File: config.mk
export PLATFORM = sky130hd
export DESIGN_NAME = audio_adc_rx_flat
export DESIGN_NICKNAME = d
export VERILOG_FILES = /design/src/rtl/audio_adc_rx_if.sv /design/src/rtl/audio_adc_rx.sv /design/src/flat_wrapper.sv
export SDC_FILE = /design/constraint.sdc
export NUM_CORES = 1
export LEC_CHECK = 0
export BUFFER_PORTS_ARGS = -buffer_cell sky130_fd_sc_hd__clkbuf_2
export CAP_MARGIN = 10
export CELL_PAD_IN_SITES_DETAIL_PLACEMENT = 0
export CELL_PAD_IN_SITES_GLOBAL_PLACEMENT = 2
export CORE_UTILIZATION = 40
export CTS_CLUSTER_SIZE = 20
export DETAILED_ROUTE_END_ITERATION = 7
export PLACE_DENSITY_LB_ADDON = 0.1
export SYNTH_ARGS = -nofsm -noshare
export SYNTH_HDL_FRONTEND = slang
export SYNTH_SLANG_ARGS = --single-unit
File: constraint.sdc
create_clock -name clock_i -period 3.4 [get_ports clock_i]
set_input_delay 0.51 -clock clock_i [delete_from_list [all_inputs] [get_ports clock_i]]
set_output_delay 0.51 -clock clock_i [all_outputs]
set_load 0.1 [all_outputs]
File: src/rtl/audio_adc_rx_if.sv
// Sample-pair stream from the I2S ADC receiver to its consumer.
// The master side (the receiver) drives the held pair, valid and overrun, and the consumer drives ready.
interface audio_adc_rx_if #(
  parameter int DATA_W = 16
);
  logic [DATA_W-1:0] left_o;
  logic [DATA_W-1:0] right_o;
  logic              valid_o;
  logic              ready_i;
  logic              overrun_o;

  modport master (
    output left_o, right_o, valid_o, overrun_o,
    input  ready_i
  );

  modport slave (
    input  left_o, right_o, valid_o, overrun_o,
    output ready_i
  );
endinterface

File: src/rtl/audio_adc_rx.sv
// I2S ADC receiver: synchronizes the codec pins and deserializes left/right words.
// Completed pairs are held behind a valid/ready handshake with a sticky overrun flag.
module audio_adc_rx #(
  parameter int DATA_W = 16
) (
  input  logic           clock_i,
  input  logic           reset_i,
  input  logic           enable_i,
  input  logic           bclk_i,
  input  logic           adclrck_i,
  input  logic           adcdat_i,
  audio_adc_rx_if.master bus
);
  localparam int CW = $clog2(DATA_W + 1);

  typedef enum logic [1:0] {IDLE, SKIP, SHIFT, WAIT} state_t;

  logic [1:0]        bclkSync_q, lrckSync_q, datSync_q;
  logic              bclkPrev_q, lrckPrev_q;
  logic              bclkRise, lrckEdge, lrck, dat;

  state_t            state_q, state_d;
  logic [CW-1:0]     bitCnt_q, bitCnt_d;
  logic [DATA_W-1:0] shift_q, shift_d;
  logic [DATA_W-1:0] leftWord_q, leftWord_d;
  logic              leftDone_q, leftDone_d;
  logic              chan_q, chan_d;
  logic [DATA_W-1:0] word;
  logic              pairDone;

  logic [DATA_W-1:0] leftOut_q, rightOut_q;
  logic              valid_q, overrun_q;

  assign bclkRise = bclkSync_q[1] & ~bclkPrev_q;
  assign lrckEdge = lrckSync_q[1] ^ lrckPrev_q;
  assign lrck     = lrckSync_q[1];
  assign dat      = datSync_q[1];
  assign word     = {shift_q[DATA_W-2:0], dat};

  always_ff @(posedge clock_i or posedge reset_i) begin
    if (reset_i) begin
      bclkSync_q <= '0;
      lrckSync_q <= '0;
      datSync_q  <= '0;
      bclkPrev_q <= 1'b0;
      lrckPrev_q <= 1'b0;
    end else begin
      bclkSync_q <= {bclkSync_q[0], bclk_i};
      lrckSync_q <= {lrckSync_q[0], adclrck_i};
      datSync_q  <= {datSync_q[0], adcdat_i};
      bclkPrev_q <= bclkSync_q[1];
      lrckPrev_q <= lrckSync_q[1];
    end
  end

  always_comb begin
    state_d    = state_q;
    bitCnt_d   = bitCnt_q;
    shift_d    = shift_q;
    leftWord_d = leftWord_q;
    leftDone_d = leftDone_q;
    chan_d     = chan_q;
    pairDone   = 1'b0;
    if (!enable_i) begin
      state_d    = IDLE;
      bitCnt_d   = '0;
      shift_d    = '0;
      leftDone_d = 1'b0;
    end else begin
      unique case (state_q)
        IDLE: if (lrckEdge && !lrck) state_d = SKIP;
        // An LRCK edge coinciding with a BCLK rise restarts the skip slot.
        SKIP: if (!lrckEdge && bclkRise) begin
          state_d  = SHIFT;
          bitCnt_d = '0;
          shift_d  = '0;
          chan_d   = lrck;
          if (!lrck) leftDone_d = 1'b0;
        end
        SHIFT: begin
          if (lrckEdge) begin
            state_d    = SKIP;
            bitCnt_d   = '0;
            shift_d    = '0;
            leftDone_d = 1'b0;
          end else if (bclkRise) begin
            shift_d  = word;
            bitCnt_d = bitCnt_q + CW'(1);
            if (bitCnt_q == CW'(DATA_W - 1)) begin
              state_d = WAIT;
              if (!chan_q) begin
                leftWord_d = word;
                leftDone_d = 1'b1;
              end else begin
                pairDone   = leftDone_q;
                leftDone_d = 1'b0;
              end
            end
          end
        end
        WAIT: if (lrckEdge) state_d = SKIP;
        default: state_d = IDLE;
      endcase
    end
  end

  always_ff @(posedge clock_i or posedge reset_i) begin
    if (reset_i) begin
      state_q    <= IDLE;
      bitCnt_q   <= '0;
      shift_q    <= '0;
      leftWord_q <= '0;
      leftDone_q <= 1'b0;
      chan_q     <= 1'b0;
    end else begin
      state_q    <= state_d;
      bitCnt_q   <= bitCnt_d;
      shift_q    <= shift_d;
      leftWord_q <= leftWord_d;
      leftDone_q <= leftDone_d;
      chan_q     <= chan_d;
    end
  end

  // A pair arriving while an unconsumed one is held is dropped, not merged.
  always_ff @(posedge clock_i or posedge reset_i) begin
    if (reset_i) begin
      leftOut_q  <= '0;
      rightOut_q <= '0;
      valid_q    <= 1'b0;
      overrun_q  <= 1'b0;
    end else if (pairDone && (!valid_q || bus.ready_i)) begin
      leftOut_q  <= leftWord_q;
      rightOut_q <= word;
      valid_q    <= 1'b1;
    end else if (pairDone) begin
      overrun_q  <= 1'b1;
    end else if (valid_q && bus.ready_i) begin
      valid_q    <= 1'b0;
    end
  end

  assign bus.left_o    = leftOut_q;
  assign bus.right_o   = rightOut_q;
  assign bus.valid_o   = valid_q;
  assign bus.overrun_o = overrun_q;
endmodule

File: src/flat_wrapper.sv
// flat-port wrapper written by rule: the top's interface ports become plain ports
module audio_adc_rx_flat 
#(
  parameter int DATA_W = 16
)
  (clock_i, reset_i, enable_i, bclk_i, adclrck_i, adcdat_i, bus_left_o, bus_right_o, bus_valid_o, bus_overrun_o, bus_ready_i);
  audio_adc_rx_if #(.DATA_W(DATA_W)) bus_i ();
  input  logic clock_i;
  input  logic reset_i;
  input  logic enable_i;
  input  logic bclk_i;
  input  logic adclrck_i;
  input  logic adcdat_i;
  output wire logic [$bits(bus_i.left_o)-1:0] bus_left_o;
  output wire logic [$bits(bus_i.right_o)-1:0] bus_right_o;
  output wire logic [$bits(bus_i.valid_o)-1:0] bus_valid_o;
  output wire logic [$bits(bus_i.overrun_o)-1:0] bus_overrun_o;
  input wire logic [$bits(bus_i.ready_i)-1:0] bus_ready_i;
  assign bus_left_o = bus_i.left_o;
  assign bus_right_o = bus_i.right_o;
  assign bus_valid_o = bus_i.valid_o;
  assign bus_overrun_o = bus_i.overrun_o;
  assign bus_i.ready_i = bus_ready_i;
  audio_adc_rx #(.DATA_W(DATA_W)) u_core (.clock_i(clock_i), .reset_i(reset_i), .enable_i(enable_i), .bclk_i(bclk_i), .adclrck_i(adclrck_i), .adcdat_i(adcdat_i), .bus(bus_i));
endmodule
==> flow_summary.json <==
{
  "status": "finished, final reports clean",
  "reg2reg_slack_ns": 1.01,
  "switching_share": 0.220,
  "powerDensity_nw_per_um2": 492,
  "viasPerCell": 4.80,
  "setup_viol": 0,
  "synth_edf_count": 0,
  "final.min_clock_period_ns": 2.39,
  "area.growth.synth_to_final_pct": 14.5,
  "crit_arrival_ns": 2.62,
  "gp_congestion": 0.723,
  "synth_seq_cells": 82,
  "overflow": 0,
  "wirelength_mm": 5.71,
  "critPathCaptureType": "flip-flop",
  "cts_buffers": 9,
  "slew_violations": 0,
  "path_max_fanout": 32,
  "p_sw_uw": 429,
  "ys_types": 32,
  "syn_avg_cell_area_um2": 13.8,
  "syn_inst": 251,
  "max_stage_delay_ns": 0.44,
  "cts.sinks": 82,
  "synth_flop_cell": "dfrtp_1",
  "pwr-share-seq": 0.515,
  "hold_buffers": 0,
  "critPathLaunch": "u_core.bitCnt_q[0]",
  "vdd_drop_max_mv": 0.171,
  "relSlewSlack": 0.433,
  "clockPowerShare": 0.423,
  "met1_usage": 0.205,
  "period_share": 0.704,
  "leakage_nw": 2.12,
  "seq_area_frac_synth": 0.592,
  "hold_viol": 0,
  "worst_pin_slew_ns": 0.849,
  "pin_count": 41,
  "post_cts_buffers": 0,
  "finalPower_mw": 1.95,
  "grtUsageTotal": 0.144,
  "synth_top_area_share": 0.592,
  "maxCapViolCount": 0,
  "hpwlAfterDp_mm": 3.56,
  "core-area_um2": 8300,
  "die_w_um": 95.1,
  "rsz0062_at_grt": "no",
  "cts_buffer_depth": 2,
  "grtUsageMet3": 0.0383,
  "vias": 1934,
  "fillers": 773,
  "start_util": 0.417,
  "portBuffers": 40,
  "start_kind": "flip-flop",
  "grt-busiest-layer": "met1",
  "worstSkewPairLatency_ns": 0.34,
  "grt_max_degree": 51,
  "p_int_mw": 1.52,
  "synthArstFlopShare": 1.00,
  "diodes": 0,
  "ant_nets": 0,
  "multi_input_area_um2": 1240,
  "critical_path_class": "flip-flop to flip-flop",
  "nNetsFinal": 309,
  "max_freq_ghz": 0.418,
  "use_met2": 0.200,
  "tritoncts": "done",
  "synth_top_area_cell": "dfrtp_1",
  "die_h_um": 95.1,
  "yosys_warnings": 0,
  "drtIter0Drc": 58,
  "hp-class": "input port to flip-flop",
  "wire_per_inst_um": 14.2,
  "fin_skew_ns": 0.0114,
  "drc": 0,
  "antenna_found_initial": 0,
  "cp.required_ns": 3.63,
  "synthTopCellsByArea": "dfrtp_1 (59%), mux2_1 (7.2%), mux2_2 (5.9%)",
  "htree_levels": 3,
  "crit_path_cell_trace": "ha_1 > and3_1 > ha_1 > and3_1 > nand3_2 > nor2b_4 > buf_4 > mux2_2",
  "r2r-start": "u_core.bitCnt_q[0]",
  "drive_above_1_share": 0.309,
  "hold_start": "adclrck_i",
  "cts_resized": 0,
  "grt_pass1_vias": 1859,
  "clk_pin_slew_worst_paths_ns": 0.08,
  "syn_nets": 266,
  "grt_pass1_wl_mm": 9.56,
  "crit_path_top_delay_cell": "dfrtp_1",
  "cp_num_buf_inv": 1,
  "die_area_um2": 9030,
  "syn_area_um2": 3460,
  "rows": 33,
  "critical_path.top_delay_family": "simple AND/OR/NAND/NOR gates",
  "firstDrtPassIters": 4,
  "clockRootBuffer": "clkbuf_8",
  "power_frac_comb": 0.062,
  "seqCellArea_um2": 2050,
  "tns_ns": 0
}
==> power by group through the flow <==
stage	Clock (mW)	Sequential (mW)	Combinational, mW
after floorplan	0	1.02	0.100
after global placement	0	1.03	0.125
after detailed placement	0	1.03	0.124
after CTS	0.862	1.01	0.124
after global routing	0.898	1.01	0.137
final	0.826	1.01	0.121
==> worst paths after layout <==
path                                         end  cells past startpoint
setup / recovery           u_core.bus.right_o[8]                      8
hold / removal              u_core.lrckSync_q[0]                      1
setup reg to reg           u_core.bus.right_o[8]                      8
hold reg to reg              u_core.datSync_q[1]                      0
max in group asynchronous      u_core.shift_q[1]                      3
min in group asynchronous  u_core.bus.right_o[1]                      2
==> synth_stat cells (3+ instances only) <==
master and number:
nor2b_1 3, nand2b_1 6, buf_6 5, mux2_4 10, a31oi_1 3, ha_1 8
mux2_2 18, dfrtp_1 82, inv_1 22, nand2_1 24, buf_4 3, nand3_1 3
mux2i_1 19, and3_1 3, mux2_1 22
==> state kept, by name, indices dropped and copies added, names as in the netlist <==
register	count
u_core.bus.right_o	16
u_core.bclkSync_q	2
u_core.leftWord_q	16
u_core.lrckPrev_q	1
u_core.bitCnt_q	5
u_core.chan_q	1
u_core.state_q	2
u_core.shift_q	15
u_core.leftDone_q	1
u_core.bus.left_o	16
u_core.bclkPrev_q	1
u_core.bus.overrun_o	1
u_core.datSync_q	2
u_core.lrckSync_q	2
u_core.bus.valid_o	1
==> logic make-up (layout without fill, tap and decap cells) <==
kind of cell | Yosys count | in the layout | synth area share
flops | 82 | 82 | 0.592
fa+ha+maj | 8 | 8 | 0.0289
compound gates | 13 | 13 | 0.0260
buf+inv | 33 | 80 | 0.0506
mux | 69 | 69 | 0.228
simple gates | 46 | 46 | 0.0737
==> layout make-up <==
type,count,area share
tap,105,0.0331
multi-input combinational,136,0.314
sequential,82,0.518
timing repair buffer,43,0.0562
inverter,22,0.0211
clock inverter,5,0.0262
clock buffer,10,0.0322
==> through the flow <==
step	cell area [µm²]	utilization	hold slack [ns]	setup slack (ns)	cells
after floorplan	3460	-	0.331	0.782	251
after global placement	3730	0.450	0.332	0.976	388
after detailed placement	3730	0.450	0.339	0.955	388
after CTS	3970	0.478	0.251	0.944	403
after global routing	3970	0.478	0.240	0.855	403
final	3970	0.478	0.268	1.01	403
==> layout by cell type (no fill, tap or decap), drive strengths merged <==
cell and count:
nor2 1, ha 8, and4b 1, clkbuf 50
nand3b 2, bufinv 3, nand2b 6, a31oi 3
nand2 25, mux2 50, a21o 1, nor2b 3
a22oi 1, and3 3, and2 1, o22ai 1
inv 21, a41oi 1, buf 3, clkinv 3
dfrtp 82, nand3 4, a21oi 2, mux2i 19
o21bai 1, o41ai 1, o211ai 2
==> metal layers <==
layer	part of all wire	vias to the layer above	routed length [µm]
li1	-	926	-
met1	0.51	967	2940
met2	0.44	32	2540
met3	0.026	9	146
met4	0.016	0	91
met5	0	-	0
Note: power is estimated with default switching activity, not from simulation.
